[config.mk]
export PLATFORM = sky130hd
export DESIGN_NAME = rx_receiver
export DESIGN_NICKNAME = d
export VERILOG_FILES = /design/src/rtl/rx_receiver.sv
export SDC_FILE = /design/constraint.sdc
export NUM_CORES = 1
export LEC_CHECK = 0
export ABC_AREA = 1
export ABC_CLOCK_PERIOD_IN_PS = 1300
export CORE_MARGIN = 3
export CORE_UTILIZATION = 30
export DETAILED_ROUTE_END_ITERATION = 16
export GPL_ROUTABILITY_DRIVEN = 0
export HOLD_SLACK_MARGIN = 0.06
export PLACE_DENSITY = 0.51
export SETUP_SLACK_MARGIN = 0.3
export SYNTH_ARGS = -nofsm -noshare
export SYNTH_HDL_FRONTEND = slang
export SYNTH_SLANG_ARGS = --single-unit
[constraint.sdc]
create_clock -name clk_i -period 1.3 [get_ports clk_i]
set_input_delay 0.26 -clock clk_i [delete_from_list [all_inputs] [get_ports clk_i]]
set_output_delay 0.26 -clock clk_i [all_outputs]
set_load 0.02 [all_outputs]
[src/rtl/rx_receiver.sv]
// rx_receiver: 16x-oversampled asynchronous serial receiver with 5..8 data
// bits, 1 or 2 stop bits, a one-word holding register with valid, frame-error
// and overrun flags.
// Optional feature: define RX_CFG_DETECT_EN to add a 10 ms line-low detector
// that pulses config_req_slv_o and aborts any frame in progress.

`ifndef SYSTEM_CLOCK_FREQ
`define SYSTEM_CLOCK_FREQ 50_000_000
`endif

module rx_receiver #(
    parameter int CLK_FREQ_HZ = `SYSTEM_CLOCK_FREQ
) (
    input  logic       clk_i,
    input  logic       rst_i,
    input  logic       ov_baud_rt_i,
    input  logic       rx_i,
    input  logic [1:0] data_width_i,
    input  logic [1:0] stop_bits_number_i,
    input  logic       rx_read_i,
    output logic [7:0] data_rx_o,
    output logic       rx_valid_o,
    output logic       rx_done_o,
    output logic       frame_error_o,
    output logic       overrun_o,
    output logic       config_req_slv_o
);

    typedef enum logic [1:0] {
        IDLE,
        START,
        DATA,
        STOP
    } state_t;

    // A 10 ms window cannot be measured with fewer than 100 clocks per second.
    if (CLK_FREQ_HZ < 100) begin : g_clk_freq_check
        $error("rx_receiver: CLK_FREQ_HZ must be at least 100");
    end

    state_t     state, state_nxt;
    logic [3:0] tick_cnt, tick_cnt_nxt;
    logic [2:0] bit_cnt, bit_cnt_nxt;
    logic [7:0] shreg, shreg_nxt;
    logic [1:0] width_q, width_nxt;       // data width captured for this frame
    logic       two_stop_q, two_stop_nxt; // stop-bit count captured for this frame
    logic       stop_idx, stop_idx_nxt;   // 0 = first stop bit, 1 = second
    logic       err_q, err_nxt;           // a stop bit of this frame was low
    logic       load_q, load_nxt;         // final stop sampled: publish next cycle

    logic       rx_s1, rx_s2, rx_s3;
    logic       fall;
    logic       abort;
    logic [2:0] last_bit;

    assign fall     = rx_s3 & ~rx_s2;
    assign last_bit = 3'd4 + {1'b0, width_q};

    // Two-flop synchronizer plus one extra stage for falling-edge detection.
    always_ff @(posedge clk_i) begin
        // NOTE: sequential state uses non-blocking assignments so every flop
        // samples the pre-edge value of its neighbours; blocking here would
        // collapse the synchronizer chain into a single flop.
        if (rst_i) begin
            rx_s1 <= 1'b1;
            rx_s2 <= 1'b1;
            rx_s3 <= 1'b1;
        end else begin
            rx_s1 <= rx_i;
            rx_s2 <= rx_s1;
            rx_s3 <= rx_s2;
        end
    end

`ifdef RX_CFG_DETECT_EN
    localparam int LOW_LIMIT = CLK_FREQ_HZ / 100;
    localparam int LOW_W     = $clog2(LOW_LIMIT) + 1;
    localparam logic [LOW_W-1:0] LOW_MAX = LOW_W'(LOW_LIMIT);
    localparam logic [LOW_W-1:0] LOW_PRE = LOW_W'(LOW_LIMIT - 1);
    localparam logic [LOW_W-1:0] LOW_ONE = LOW_W'(1);

    logic [LOW_W-1:0] low_cnt;
    logic             cfg_hit;

    // The counter saturates at the limit, so the hit fires once per low period.
    assign cfg_hit = ~rx_s2 & (low_cnt == LOW_PRE);
    assign abort   = cfg_hit;

    // Measure how long the synchronized line has been low.
    always_ff @(posedge clk_i) begin
        if (rst_i) begin
            low_cnt          <= '0;
            config_req_slv_o <= 1'b0;
        end else begin
            config_req_slv_o <= cfg_hit;
            if (rx_s2) begin
                low_cnt <= '0;
            end else if (low_cnt != LOW_MAX) begin
                low_cnt <= low_cnt + LOW_ONE;
            end
        end
    end
`else
    assign abort            = 1'b0;
    assign config_req_slv_o = 1'b0;
`endif

    // Frame FSM state and datapath registers.
    always_ff @(posedge clk_i) begin
        if (rst_i) begin
            state      <= IDLE;
            tick_cnt   <= '0;
            bit_cnt    <= '0;
            shreg      <= '0;
            width_q    <= '0;
            two_stop_q <= 1'b0;
            stop_idx   <= 1'b0;
            err_q      <= 1'b0;
            load_q     <= 1'b0;
        end else begin
            state      <= state_nxt;
            tick_cnt   <= tick_cnt_nxt;
            bit_cnt    <= bit_cnt_nxt;
            shreg      <= shreg_nxt;
            width_q    <= width_nxt;
            two_stop_q <= two_stop_nxt;
            stop_idx   <= stop_idx_nxt;
            err_q      <= err_nxt;
            load_q     <= load_nxt;
        end
    end

    // Next-state logic: sample mid-start, then every 16th tick for data and stop.
    always_comb begin
        // NOTE: every signal gets a default before the case statement; a path
        // that leaves one unassigned would infer a latch.
        state_nxt    = state;
        tick_cnt_nxt = tick_cnt;
        bit_cnt_nxt  = bit_cnt;
        shreg_nxt    = shreg;
        width_nxt    = width_q;
        two_stop_nxt = two_stop_q;
        stop_idx_nxt = stop_idx;
        err_nxt      = err_q;
        load_nxt     = 1'b0;

        unique case (state)
            IDLE: begin
                tick_cnt_nxt = '0;
                if (fall) begin
                    state_nxt    = START;
                    bit_cnt_nxt  = '0;
                    stop_idx_nxt = 1'b0;
                    err_nxt      = 1'b0;
                end
            end
            START: begin
                if (ov_baud_rt_i) begin
                    if (tick_cnt == 4'd7) begin
                        tick_cnt_nxt = '0;
                        if (!rx_s2) begin
                            state_nxt    = DATA;
                            width_nxt    = data_width_i;
                            two_stop_nxt = (stop_bits_number_i == 2'b01);
                        end else begin
                            state_nxt = IDLE;   // glitch: start bit not low at mid-bit
                        end
                    end else begin
                        tick_cnt_nxt = tick_cnt + 4'd1;
                    end
                end
            end
            DATA: begin
                if (ov_baud_rt_i) begin
                    tick_cnt_nxt = tick_cnt + 4'd1;   // wraps 15 -> 0 each bit
                    if (tick_cnt == 4'd15) begin
                        shreg_nxt   = {rx_s2, shreg[7:1]};
                        bit_cnt_nxt = bit_cnt + 3'd1;
                        if (bit_cnt == last_bit) begin
                            state_nxt = STOP;
                        end
                    end
                end
            end
            STOP: begin
                if (ov_baud_rt_i) begin
                    tick_cnt_nxt = tick_cnt + 4'd1;
                    if (tick_cnt == 4'd15) begin
                        if (!rx_s2) begin
                            err_nxt = 1'b1;
                        end
                        if (two_stop_q && !stop_idx) begin
                            stop_idx_nxt = 1'b1;
                        end else begin
                            state_nxt = IDLE;
                            load_nxt  = 1'b1;
                        end
                    end
                end
            end
            default: state_nxt = IDLE;
        endcase

        if (abort) begin
            state_nxt    = IDLE;
            tick_cnt_nxt = '0;
        end
    end

    // Holding register and status flags seen by the consumer.
    always_ff @(posedge clk_i) begin
        if (rst_i) begin
            data_rx_o     <= '0;
            rx_valid_o    <= 1'b0;
            rx_done_o     <= 1'b0;
            frame_error_o <= 1'b0;
            overrun_o     <= 1'b0;
        end else begin
            rx_done_o <= load_q;
            if (load_q) begin
                data_rx_o     <= shreg >> (2'd3 - width_q);
                rx_valid_o    <= 1'b1;
                frame_error_o <= err_q;
                if (rx_valid_o && !rx_read_i) begin
                    overrun_o <= 1'b1;
                end else if (rx_valid_o && rx_read_i) begin
                    overrun_o <= 1'b0;
                end
            end else if (rx_read_i && rx_valid_o) begin
                rx_valid_o    <= 1'b0;
                frame_error_o <= 1'b0;
                overrun_o     <= 1'b0;
            end
        end
    end

endmodule

==> Word level (Yosys, flattened, before mapping) <==
Index checks and enable logic that the tools add are counted.
{ "classes": {"addsub": 4, "n_eq_ne": 19, "n_shift": 1, "muxes": 35, "n_bitwise": 5, "n_reduce_logical": 18} }
{ "ops": {"columns": ["operator", "n"], "rows": [
  ["2-bit inequality test, second input constant", 11],
  ["2-bit 2-to-1 mux", 10],
  ["1-bit 2-to-1 mux", 14],
  ["4-bit 2-to-1 mux", 3],
  ["4-bit one-hot mux with 3 select lines", 1],
  ["5-bit AND reduction", 2],
  ["3-bit 2-to-1 mux", 3],
  ["9-bit AND reduction", 1],
  ["2-bit one-hot mux with 4 select lines", 1],
  ["4-bit AND reduction", 2],
  ["8-bit by 2-bit >> shifter with 8-bit output", 1],
  ["3-bit one-hot mux with 2 select lines", 1],
  ["2-bit nonzero test", 3],
  ["4-bit by 1-bit adder with 4-bit output, second input constant", 1],
  ["2-bit by 1-bit equality test with 1-bit output, second input constant", 2],
  ["2-bit equality test, second input constant", 2],
  ["4-bit by 3-bit equality test with 1-bit output, second input constant", 1],
  ["4-bit equality test, second input constant", 1],
  ["1-bit inverter", 4],
  ["1-bit one-hot mux with 2 select lines", 2],
  ["4-bit OR reduction", 1],
  ["3-bit by 1-bit adder with 3-bit output, second input constant", 1],
  ["3-bit by 2-bit adder with 3-bit output, first input constant", 1],
  ["3-bit equality test", 1],
  ["other kinds (9)", 12]
]} }
{ "totals": {"regBits": 38, "in_bits": 9} }

==> Logic depth before layout (Yosys ltp) <==
{ "logic_depth": {"ltp_word": 6, "depth_mapped": 9} }

==> Worst setup path after synthesis <==
Ideal clock, no wire load.
{ "synth_timing": {"kind": "register to register", "start": "reg tick_cnt[0]", "end": "reg bit_cnt[2]", "setup_time_ns": 0.115, "arrival_ns": 1.251, "slack_ns": -0.066, "path_stages_with_launch": 9, "n_path_buf": 0, "period_less_slack_ns": 1.366, "cell_sequence": "dfxtp_1 > ha_1 > nand3_1 > nand2_1 > nand3_1 > nor2_1 > nand3_1 > nand2_1 > nor2_1"} }
{ "synth_between": {"elab_chain_cells": 3} }
{ "synth_rtl": {"columns": ["item", "line_no", "rtl"], "rows": [
  ["start: declaration", "42", "logic [3:0] tick_cnt, tick_cnt_nxt;"],
  ["start signal: assignment", "122", "tick_cnt <= tick_cnt_nxt;"],
  ["4-bit equality test", "176", "if (tick_cnt == 4'd15) begin"],
  ["2-bit inequality test (no source line)", null, null],
  ["4-bit AND reduction (no source line)", null, null],
  ["end signal: assignment", "123", "bit_cnt <= bit_cnt_nxt;"],
  ["end: declaration", "43", "logic [2:0] bit_cnt, bit_cnt_nxt;"]
]} }
No other way between the ends.
A chain may end at the register's enable or synchronous reset.

==> results.txt <==
- Status: complete, but fails checks
- The checks that failed: negative setup slack.
- Placement-stage cell area: 2240 µm²
* Io pins: 22
- After detailed routing, the number of vias per cell comes to around 4.6.
* Number of nets in the finished design: 304
* H-tree levels: 2
- Post-synthesis average cell area: 7.18 µm²
- Detail Placement HPWL: between 3000 and 4000 µm
- In this run, synthesis inferred 0 flip-flops with an integrated enable.
- Grt met2 use: 22.5%
- Measured along the y axis, the die boundary spans slightly above 80 µm.
- Data required time of the worst path: 1.48 ns
* Largest area contributor in the synthesized netlist: sky130_fd_sc_hd__dfxtp_1
- The worst register-to-register path has a depth of 9.
- TritonCTS clock tree: built
- Final critical-path share of the clock period: 102%
- Syn nets: roughly 250
- Setup repair after global routing could not meet its margin everywhere.
- The initialized floorplan defines 26 standard-cell rows.
- For this design the ratio of total power to cell area is 871 nW/µm².
* Top library cells by usage in the layout, fill and taps aside: sky130_fd_sc_hd__nand2_1 (45), sky130_fd_sc_hd__buf_4 (26), sky130_fd_sc_hd__a21oi_1 (22), sky130_fd_sc_hd__inv_1 (21)
- Of the total power, the share spent switching nets is 21.5%.
- Number of diodes: 0
- The final hold violation count came to 0.
- Startpoint of the tightest hold check path: rx_s1
- For this block, the via count after detailed routing is around 1700.
- Along the worst hold path, the cell count comes to 1.
- Yosys printed 0 warnings.
- Max-cap violation count: 0
- Total gr overflow: 0
- DRT iter0 DRCs: 94
- Clock network latency to the later pin of the worst-skew pair: 0.29 ns
- Port-buffer cells: 20
* Highest clock frequency the design can meet: 754 MHz
- Post-Route WL: 4460 µm
* Ratio of cells with drive above 1 in the final layout: a little under half
* Initial antenna violation count: 0
- Relative contribution of the clock network to total power: 42.8%
* Internal power consumption: 0.00186 W
- Worst setup startpoint: tick_cnt[1]
* CP most frequent cell: sky130_fd_sc_hd__nand2_1
- FF+latch count, synth: 38
- Traced cell by cell, the critical path runs through ha_4 > buf_6 > nand3_2 > nand2_1 > nand2_1 > nor2_1 > nand4_1 > nand3_1 > nand2_1.
- Final count of negative-setup-slack endpoints: 2
- Final TNS setup: -0.0500 ns
- The library cell used most frequently in the layout, excluding fill and tap cells, is sky130_fd_sc_hd__nand2_1.
- CTS Buffer Depth: 2
- Area of the die: 6610 µm²
- After detailed routing, the average wire length per cell comes to ~12 µm.
- Setup slack of the worst register-to-register path: -0.03 ns
- Static power due to leakage: 1.12 nW
* Inserted Clock Buffers: 5
- The final count of pins violating max slew was 0.
- Iteration count of the initial detailed-routing pass: 4
- Along the worst path, the maximum fanout reaches 3.
- Number of unique standard cell types used by synthesis: 31
- Worst slack at placement: -0.262 ns
- The worst setup path is captured at a flop.
* Post-route cell area: 2730 µm²
- For this run, the register share of the synthesized area comes to 44.7%.
- The worst setup path is of the reg -> reg kind.
- Initial standard-cell utilization of the core: 32.1%
* Mapped Area: 1700 µm²
* Asr flop ratio synth: 0%
* Startpoint type of the worst setup path: flop
- Overall Global Routing Usage: 14.6%
- Horizontal die dimension: 81.3 µm
- Data arrival time of the worst path: about 1.5 ns
- Combinational cells account for ~8.1% of the total power.
- Slowest cell on the critical path: sky130_fd_sc_hd__dfxtp_2
* Worst supply voltage drop on vdd: 0.000532 V
* Number of antenna-violating nets in the routed design: 0
- Yosys attributes the largest share of cell area to sky130_fd_sc_hd__dfxtp_1 (45%), sky130_fd_sc_hd__nand2_1 (12%), sky130_fd_sc_hd__a21oi_1 (7.9%).
- Switching component of the power: 0.000509 W
- For met3 alone, demand over resource in global routing was 3.77%.
- Between clock sinks in the finished design, the worst skew comes to approximately 0.0077 ns.
* Proportion of power drawn by flip-flops and latches: 49.1%
* Final routed DRC violation total: 0
- Number of global-route vias before repair: approximately 1600
* Cell count after synthesis: 237
- Sinks on Clock Net: 38
* Area growth from synthesis to layout: 60.1%
- Busiest metal layer after global routing: met2
- Crit path largest cell delay: between 0.3 and 0.4 ns
* Number of hold buffers added after CTS: 0
- Register clock-pin slew on the reported worst setup and hold paths: around 0.070 ns
- Cell at the root of the clock tree: sky130_fd_sc_hd__clkbuf_8
- Min-delay worst type: reg -> reg
- Dominant register cell in the synthesized netlist: sky130_fd_sc_hd__dfxtp_1
* Worst flop-to-flop path startpoint: tick_cnt[1]
- Final critical delay including setup and external delays: 1.33 ns
* Portion of synthesized cell area occupied by the leading cell type: 44.7%
- Entering global routing, the biggest net connects 15 pins.
- The first global-routing pass estimated 7330 µm of wire.
- Global routing used about 20% of the available met1 tracks.
- For hold timing, the worst endpoint is rx_s2.
* Setup WS post-layout: -0.0262 ns
- The floorplan step defined a core boundary enclosing approximately 5300 µm².
==> cell usage after synthesis (2+ instances only) <==
| cell | count |
|---|---|
| sky130_fd_sc_hd__o22ai_1 | 2 |
| sky130_fd_sc_hd__nand2_1 | 55 |
| sky130_fd_sc_hd__nor4_1 | 2 |
| sky130_fd_sc_hd__buf_4 | 2 |
| sky130_fd_sc_hd__inv_2 | 6 |
| sky130_fd_sc_hd__nor2_1 | 20 |
| sky130_fd_sc_hd__ha_1 | 2 |
| sky130_fd_sc_hd__nor2_2 | 2 |
| sky130_fd_sc_hd__a21oi_1 | 27 |
| sky130_fd_sc_hd__clkbuf_1 | 3 |
| sky130_fd_sc_hd__a22oi_1 | 4 |
| sky130_fd_sc_hd__o21ai_1 | 10 |
| sky130_fd_sc_hd__dfxtp_1 | 38 |
| sky130_fd_sc_hd__nor3_1 | 2 |
| sky130_fd_sc_hd__nand4_1 | 3 |
| sky130_fd_sc_hd__or2_2 | 2 |
| sky130_fd_sc_hd__inv_1 | 24 |
| sky130_fd_sc_hd__o21ai_0 | 9 |
| sky130_fd_sc_hd__nand3_1 | 12 |
==> cell families (layout without fill, tap and decap cells) <==
kind of cell               count (synthesis)  after routing  synth area share (%)
AOI/OAI and AO/OA                         56             56                  17.9
adders and majority gates                  2              2                  1.47
buffers and inverters                     38             94                  9.34
DFF                                       38             38                  44.7
other                                      1              1                 0.220
and+or+nand+nor                          102            102                  26.4
==> what timing repair did <==
item / 4_1_cts / 5_1_grt
setup buffers: 6 / 4
resized for setup: 123 / 39
gates cloned: 1 / 0
setup endpoints to repair: 46 / 43
pin swaps: 18 / 12
==> stage by stage <==
step           utilization, %  hold WS, ns  power, W  std cells
4_1_cts                  48.2        0.410   0.00240        359
2_1_floorplan               -        0.364   0.00128        237
6_report                 51.4        0.409   0.00237        363
3_5_place_dp             42.2        0.393   0.00136        345
3_3_place_gp             42.2        0.392   0.00136        345
5_1_grt                  51.4        0.441   0.00246        363
==> registers in the layout (all words and copies together), names as in the netlist, named ones only <==
register       cells
rx_s1              1
width_q            2
state              1
tick_cnt           4
data_rx_o          8
load_q             1
rx_valid_o         1
rx_done_o          1
two_stop_q         1
rx_s2              1
rx_s3              1
err_q              1
stop_idx           1
frame_error_o      1
bit_cnt            3
shreg              8
==> power groups by stage <==
stage / registers (W) / logic (W) / clock network, W
after floorplan: 0.00120 / 0.0000825 / 0
after global placement: 0.00120 / 0.000159 / 0
after detailed placement: 0.00120 / 0.000157 / 0
after CTS: 0.00117 / 0.000182 / 0.00104
after global routing: 0.00117 / 0.000209 / 0.00108
final: 0.00117 / 0.000191 / 0.00102
==> worst max-delay path, delay by kind of cell, from the launching register on <==
| kind | cells | cell delay [ns] |
|---|---|---|
| flip-flops | 1 | 0.35 |
| buffers and inverters | 1 | 0.10 |
| AND/OR/NAND/NOR | 7 | 0.62 |
| adder cells (fa/ha/maj) | 1 | 0.17 |
==> routing by layer <==
layer / part of all wire [%] / vias up
met5: 0 / -
met4: 1.3 / 0
met3: 3.6 / 6
met2: 47 / 24
met1: 49 / 770
li1: - / 885
==> cell type report <==
class / count / area (µm²)
clock buffers: 6 / 82.6
multi-input cells: 161 / 1040
clock inverters: 1 / 30.0
inverters: 30 / 120
fillers: 502 / 2580
flip-flops and latches: 38 / 800
repair buffers: 57 / 563
well taps: 70 / 87.6
==> worst max-delay path by stage <==
| stage | endpoint | slack (ns) | cells after the start |
|---|---|---|---|
| 2_1_floorplan | flop | 0.09 | 6 |
| 3_3_place_gp | width_q[1] | -0.25 | 7 |
| 3_5_place_dp | flop | -0.26 | 7 |
| 4_1_cts | state[0] | -0.002 | 9 |
| 5_1_grt | flop | -0.13 | 9 |
| 6_report | flop | -0.03 | 9 |
Power figures use the tool's default switching activity.
